`src/rtl/game_pkg.sv`:
```
// Shared types and helpers for the game round controller.
// Holds the FSM state encoding, the one-hot level codes and the width helper.
package game_pkg;

    typedef enum logic [2:0] {
        IDLE,
        GEN,
        SHOW,
        INPUT,
        JUDGE,
        GAP,
        DONE
    } state_e;

    localparam logic [2:0] LV1 = 3'b001;
    localparam logic [2:0] LV2 = 3'b010;
    localparam logic [2:0] LV3 = 3'b100;

    // Never returns 0 so that degenerate parameters still give a legal vector.
    function automatic int clog2w(input int n);
        return (n < 2) ? 1 : $clog2(n);
    endfunction

    // Pattern length for a level code; 0 marks a code that is not one-hot.
    function automatic int level_len(input logic [2:0] lv, input int max_len);
        case (lv)
            LV1:     return max_len / 2;
            LV2:     return 3 * max_len / 4;
            LV3:     return max_len;
            default: return 0;
        endcase
    endfunction

endpackage

```
`src/rtl/seq_checker.sv`:
```
// Walks the player's button presses against the stored pattern.
// full rises once pat_len presses have been taken; mismatch is sticky until clr.
module seq_checker
    import game_pkg::*;
#(
    parameter  int N_BTN   = 8,
    parameter  int MAX_LEN = 16,
    localparam int IW      = clog2w(N_BTN),
    localparam int LW      = clog2w(MAX_LEN + 1)
) (
    input  logic                  clk_1,
    input  logic                  rst,
    input  logic [MAX_LEN*IW-1:0] pattern_flat,
    input  logic [LW-1:0]         pat_len,
    input  logic                  btn_valid,
    input  logic [IW-1:0]         btn_idx,
    input  logic                  clr,
    output logic                  full,
    output logic                  mismatch
);

    logic [LW-1:0] ptr;
    logic [IW-1:0] expected;

    assign expected = pattern_flat[ptr*IW +: IW];
    assign full     = (ptr == pat_len);

    always_ff @(posedge clk_1 or negedge rst) begin
        if (!rst) begin
            ptr      <= '0;
            mismatch <= 1'b0;
        end else if (clr) begin
            ptr      <= '0;
            mismatch <= 1'b0;
        end else if (btn_valid && !full) begin
            // Presses past the end are dropped so the pointer never leaves the pattern.
            ptr      <= ptr + 1'b1;
            mismatch <= mismatch | (btn_idx != expected);
        end
    end

endmodule

```
`src/rtl/game_round_ctrl.sv`:
```
// Round sequencer for a memory game: request pattern, play it back, collect and judge presses.
// Define ROUND_TIMEOUT_EN to lose a round after TIMEOUT_CYC cycles without a press.
module game_round_ctrl
    import game_pkg::*;
#(
    parameter  int N_BTN       = 8,
    parameter  int MAX_LEN     = 16,
    parameter  int N_ROUNDS    = 10,
    parameter  int PTS_PER_WIN = 10,
    parameter  int GAP_CYC     = 4,
    parameter  int TIMEOUT_CYC = 1000000,
    localparam int IW          = clog2w(N_BTN),
    localparam int LW          = clog2w(MAX_LEN + 1),
    localparam int RW          = clog2w(N_ROUNDS + 1),
    localparam int SW          = clog2w(N_ROUNDS * PTS_PER_WIN + 1)
) (
    input  logic                  clk_1,
    input  logic                  rst,
    input  logic                  start,
    input  logic [2:0]            level,
    output logic                  gen_req,
    input  logic                  gen_done,
    input  logic [MAX_LEN*IW-1:0] pattern_flat,
    output logic                  show_req,
    input  logic                  show_done,
    output logic [LW-1:0]         pat_len,
    input  logic                  btn_valid,
    input  logic [IW-1:0]         btn_idx,
    output logic [RW-1:0]         round_cnt,
    output logic [RW-1:0]         win_cnt,
    output logic [SW-1:0]         score,
    output logic                  busy,
    output logic                  game_over
);

    localparam int GW = clog2w(GAP_CYC);

    if (MAX_LEN % 4 != 0 || GAP_CYC < 1 || TIMEOUT_CYC < 1) begin : g_param_check
        $error("game_round_ctrl: MAX_LEN must be a multiple of 4, GAP_CYC and TIMEOUT_CYC at least 1");
    end

    // NOTE: reset asserts asynchronously but releases through two flops, so every
    // state register leaves reset on the same clock edge.
    logic rst_meta, rst_sync;

    always_ff @(posedge clk_1 or negedge rst) begin
        if (!rst) begin
            rst_meta <= 1'b0;
            rst_sync <= 1'b0;
        end else begin
            rst_meta <= 1'b1;
            rst_sync <= rst_meta;
        end
    end

    state_e        state;
    logic [GW-1:0] gap_cnt;
    logic          full, mismatch, clr, btn_en, start_ok, lost;
    logic [LW-1:0] len_sel;
    int            len_int;

    assign len_int   = level_len(level, MAX_LEN);
    assign start_ok  = start && (len_int != 0);
    assign len_sel   = LW'(len_int);
    assign clr       = (state == SHOW) && show_done;
    assign btn_en    = (state == INPUT) && btn_valid;
    assign busy      = (state != IDLE) && (state != DONE);
    assign game_over = (state == DONE);

    seq_checker #(
        .N_BTN   (N_BTN),
        .MAX_LEN (MAX_LEN)
    ) u_seq_checker (
        .clk_1        (clk_1),
        .rst          (rst_sync),
        .pattern_flat (pattern_flat),
        .pat_len      (pat_len),
        .btn_valid    (btn_en),
        .btn_idx      (btn_idx),
        .clr          (clr),
        .full         (full),
        .mismatch     (mismatch)
    );

`ifdef ROUND_TIMEOUT_EN
    localparam int TW = clog2w(TIMEOUT_CYC + 1);
    logic [TW-1:0] idle_cnt;
    logic          timed_out;
    assign lost = mismatch || timed_out;
`else
    assign lost = mismatch;
`endif

    // NOTE: non-blocking assignments throughout, so every branch below reads the
    // values held before the edge and the one-cycle pulses default low each cycle.
    always_ff @(posedge clk_1 or negedge rst_sync) begin
        if (!rst_sync) begin
            state     <= IDLE;
            pat_len   <= '0;
            round_cnt <= '0;
            win_cnt   <= '0;
            score     <= '0;
            gen_req   <= 1'b0;
            show_req  <= 1'b0;
            gap_cnt   <= '0;
`ifdef ROUND_TIMEOUT_EN
            idle_cnt  <= '0;
            timed_out <= 1'b0;
`endif
        end else begin
            gen_req  <= 1'b0;
            show_req <= 1'b0;
            case (state)
                IDLE, DONE: begin
                    if (start_ok) begin
                        pat_len   <= len_sel;
                        round_cnt <= '0;
                        win_cnt   <= '0;
                        score     <= '0;
                        gen_req   <= 1'b1;
                        state     <= GEN;
                    end
                end
                GEN: begin
                    if (gen_done) begin
                        show_req <= 1'b1;
                        state    <= SHOW;
                    end
                end
                SHOW: begin
                    if (show_done) begin
                        state <= INPUT;
`ifdef ROUND_TIMEOUT_EN
                        idle_cnt  <= '0;
                        timed_out <= 1'b0;
`endif
                    end
                end
                INPUT: begin
                    if (full) begin
                        state <= JUDGE;
                    end
`ifdef ROUND_TIMEOUT_EN
                    else if (!btn_valid && idle_cnt == TW'(TIMEOUT_CYC - 1)) begin
                        timed_out <= 1'b1;
                        state     <= JUDGE;
                    end
                    idle_cnt <= btn_valid ? '0 : idle_cnt + 1'b1;
`endif
                end
                JUDGE: begin
                    round_cnt <= round_cnt + 1'b1;
                    if (!lost) begin
                        win_cnt <= win_cnt + 1'b1;
                    end
                    gap_cnt <= '0;
                    if (round_cnt == RW'(N_ROUNDS - 1)) begin
                        score <= SW'((int'(win_cnt) + int'(!lost)) * PTS_PER_WIN);
                        state <= DONE;
                    end else begin
                        state <= GAP;
                    end
                end
                GAP: begin
                    if (gap_cnt == GW'(GAP_CYC - 1)) begin
                        gen_req <= 1'b1;
                        state   <= GEN;
                    end else begin
                        gap_cnt <= gap_cnt + 1'b1;
                    end
                end
                default: state <= IDLE;
            endcase
        end
    end

endmodule
```
`config.mk`:
```
export PLATFORM = sky130hd
export DESIGN_NAME = game_round_ctrl
export DESIGN_NICKNAME = d
export VERILOG_FILES = /design/src/rtl/game_pkg.sv /design/src/rtl/seq_checker.sv /design/src/rtl/game_round_ctrl.sv
export SDC_FILE = /design/constraint.sdc
export NUM_CORES = 1
export LEC_CHECK = 0
export CAP_MARGIN = 20
export CORE_AREA = 2 2 84 106
export DETAILED_ROUTE_END_ITERATION = 10
export DIE_AREA = 0 0 86 108
export PLACE_DENSITY = 0.54
export SYNTH_ARGS = -nofsm -noshare
export SYNTH_HDL_FRONTEND = slang
export SYNTH_HIERARCHICAL = 1
export SYNTH_SLANG_ARGS = --single-unit
```
`constraint.sdc`:
```
create_clock -name clk_1 -period 1.1 [get_ports clk_1]
set_input_delay 0.165 -clock clk_1 [delete_from_list [all_inputs] [get_ports clk_1]]
set_output_delay 0.165 -clock clk_1 [all_outputs]
set_load 0.05 [all_outputs]
```
==> results.py <==
metrics = {
    "placement": {
        "place_congestion": 0.780,
        "placed_area_mm2": 0.00416,
        "dp_cells": 480,
        "pre_cts_ws_ps": -1170,
        "io_buffers": 80,
        "hpwl_um": 5500,
    },
    "sta": {
        "setup_viol": 43,
        "hold_viol_final": 0,
        "fin_crit_ps": 2200,
        "max_freq_mhz": 454,
        "fin_tns_setup_ps": -15850,
        "post-route-period-util_pct": 200,
        "fin_ws_ps": -1100,
        "maxSlewViolCount": 0,
        "clock_skew_ps": 8.83,
        "rsz0062_at_grt": "yes",
        "hold_slack_ps": 38.1,
    },
    "layout": {
        "register_area_um2": 823,
        "nFillCells": 677,
        "drive_gt1_share_pct": 51.0,
        "antennaDiodeCount": 0,
        "stdcell_area_mm2": 0.00484,
        "fin_util_pct": 59.1,
        "nets": 489,
        "multiInputGateArea_mm2": 0.00185,
        "finalNonFillerCells": 515,
        "area_growth_pct": 97.9,
    },
    "yosys": {
        "synth_cells": 247,
        "synth_top_area_share_pct": 32.7,
        "synth_common_cells": "dfrtp_1, nand2_1, mux2i_1, nor2_1, xor2_1",
        "yosys_warnings": 6,
        "syn-cell-area_mm2": 0.00245,
        "ys.flop_type": "dfrtp_1",
        "ys_seq_area_share_pct": 32.7,
        "avgSynthCellArea_um2": 9.91,
        "synth.largest_area_cell": "dfrtp_1",
        "synth_seq_cells": 32,
        "yosysMostFrequentCell": "dfrtp_1",
        "async_flop_share_pct": 100,
        "synth.area.top_cells": "dfrtp_1, mux2i_1, ha_1",
        "synth-edff-count": 0,
        "yosysUniqueCellTypes": 58,
    },
    "floorplan": {
        "core_mm2": 0.00819,
        "die_area_mm2": 0.00929,
        "rows": 37,
        "initial_utilization_pct": 29.9,
        "die_h_um": 108,
        "ios": 84,
        "die_w_um": 86,
    },
    "power": {
        "ir_drop_mv": 1.69,
        "power.total_mw": 13.1,
        "p_leak_nw": 2.10,
        "p_per_area_mw_per_mm2": 2710,
    },
    "route": {
        "wl_met3_um": 514,
        "drc_errors": 0,
        "wl_met1_um": 2990,
        "drt-initial-drc-count": 81,
        "met2_length_um": 4100,
        "vias_per_cell": 4.86,
        "wl_per_cell_um": 15.1,
        "dr.pass1.iters": 4,
        "top_layer": "met4",
        "routed_wl_um": 7750,
        "num_vias": 2503,
        "ant_nets": 0,
    },
    "global_route": {
        "grt_pass1_vias": 2667,
        "grt_pass1_wl_um": 12300,
        "antenna_found_initial": 0,
        "grt_max_degree": 31,
        "gr-total-overflow": 0,
        "track_usage_pct": 16.5,
    },
    "cts": {
        "ctsHoldBuffers": 0,
        "clk_latency_ps": 290,
        "cts_tree": "done",
        "path_clk_slew_ps": 70,
        "clock-root-buffer": "clkbuf_8",
        "numCtsBuffers": 5,
        "clkSinkCount": 32,
        "h-tree-depth": 2,
        "clockBufferDepth": 2,
    },
    "setup_path": {
        "cp-start-kind": "flip-flop",
        "cp_max_fo": 2,
        "rrSetupSlack_ps": -1100,
        "cp-end-kind": "flip-flop",
        "crit_arrival_ps": 2400,
        "critPathRequiredTime_ps": 1300,
        "criticalPathCategory": "flip-flop to flip-flop",
    },
    "status": {
        "status": "finished with violations",
        "violations": "negative setup slack",
    },
    "job": {
        "drv_cap": 0,
    },
    "min_path": {
        "hp-class": "input pin to asynchronous set/reset pin",
    },
}
-- metal layers --
layer / vias to the layer above / track usage [%]
li1: 1214 / -
met1: 1190 / 18.9
met2: 82 / 30.4
met3: 17 / 2.98
met4: 0 / 5.90
met5: - / 0
-- sequential cells by signal (all words and copies together) (netlist names) --
signal                  cells
show_req                    1
pat_len                     3
rst_sync                    1
score                       6
gap_cnt                     2
win_cnt                     4
rst_meta                    1
gen_req                     1
u_seq_checker/ptr           5
round_cnt                   4
state                       3
u_seq_checker/mismatch      1
-- path summary, 6_finish.rpt --
check / from / endpoint / cells past startpoint
worst max-delay path: u_seq_checker/mismatch$_DFFE_PN0P_ / score[6]$_DFFE_PN0P_ / 11
worst min-delay path: rst / rst_meta$_DFF_PN0_ / 1
worst max register to register: u_seq_checker/mismatch$_DFFE_PN0P_ / score[6]$_DFFE_PN0P_ / 11
worst min register to register: rst_sync$_DFF_PN0_ / win_cnt[0]$_DFFE_PN0P_ / 1
max in group asynchronous: rst_sync$_DFF_PN0_ / state[1]$_DFFE_PN0P_ / 1
min in group clk_1: rst_meta$_DFF_PN0_ / rst_sync$_DFF_PN0_ / 0
-- where the power goes --
group	switching (mW)	internal, mW
sequential	0.616	1.70
clock	0.442	0.444
combinational	4.54	5.40
total	5.60	7.55
-- layout make-up --
type / instances / area share (%)
multi-input cells: 189 / 38.2
inverters: 15 / 1.32
flip-flops and latches: 32 / 17.0
clock inverters: 1 / 0.103
repair buffers: 174 / 39.3
well taps: 97 / 2.51
clock buffers: 7 / 1.58
-- cells in the final DEF (no fill, tap or decap), types with 4 or more instances in the layout --
cell type,synthesis,routed
clkdlybuf4s50_1,0,57
buf_4,4,56
buf_6,4,32
buf_12,0,26
nor2_1,19,17
nand2_1,20,16
mux2i_1,19,16
dfrtp_1,32,16
dfrtp_2,0,15
xor2_1,14,13
inv_1,13,9
nand3_1,9,7
a21oi_1,8,7
ha_1,11,6
conb_1,2,6
o21ai_2,0,5
o22ai_2,0,5
clkbuf_8,0,5
inv_2,2,4
o22ai_1,9,4
mux2_4,1,4
ha_4,0,4
mux4_2,3,4
-- cell families after synthesis --
family | Yosys count | synth area share (%)
compound gates | 46 | 14.5
xor+xnor | 20 | 7.46
fa+ha+maj | 12 | 6.44
other cells | 2 | 0.307
simple gates | 78 | 18.2
flops | 32 | 32.7
mux | 27 | 13.6
buf+inv | 30 | 6.75
-- critical path: stages, from the launching register on --
cell and delay (ps):
dfrtp_1 390, inv_2 90, ha_4 160, nand3_4 80, xnor2_2 150, ha_1 280
ha_2 170, inv_2 40, fa_2 340, xnor2_2 140, xnor2_1 120, o22ai_1 150
-- repair_timing --
item                       in CTS  in global routing
setup buffers                  24                 12
pin swaps                      27                 19
setup endpoints to repair      43                 43
gates cloned                    0                  0
gates resized for setup        52                 39
Note: power is estimated with default switching activity, not from simulation.
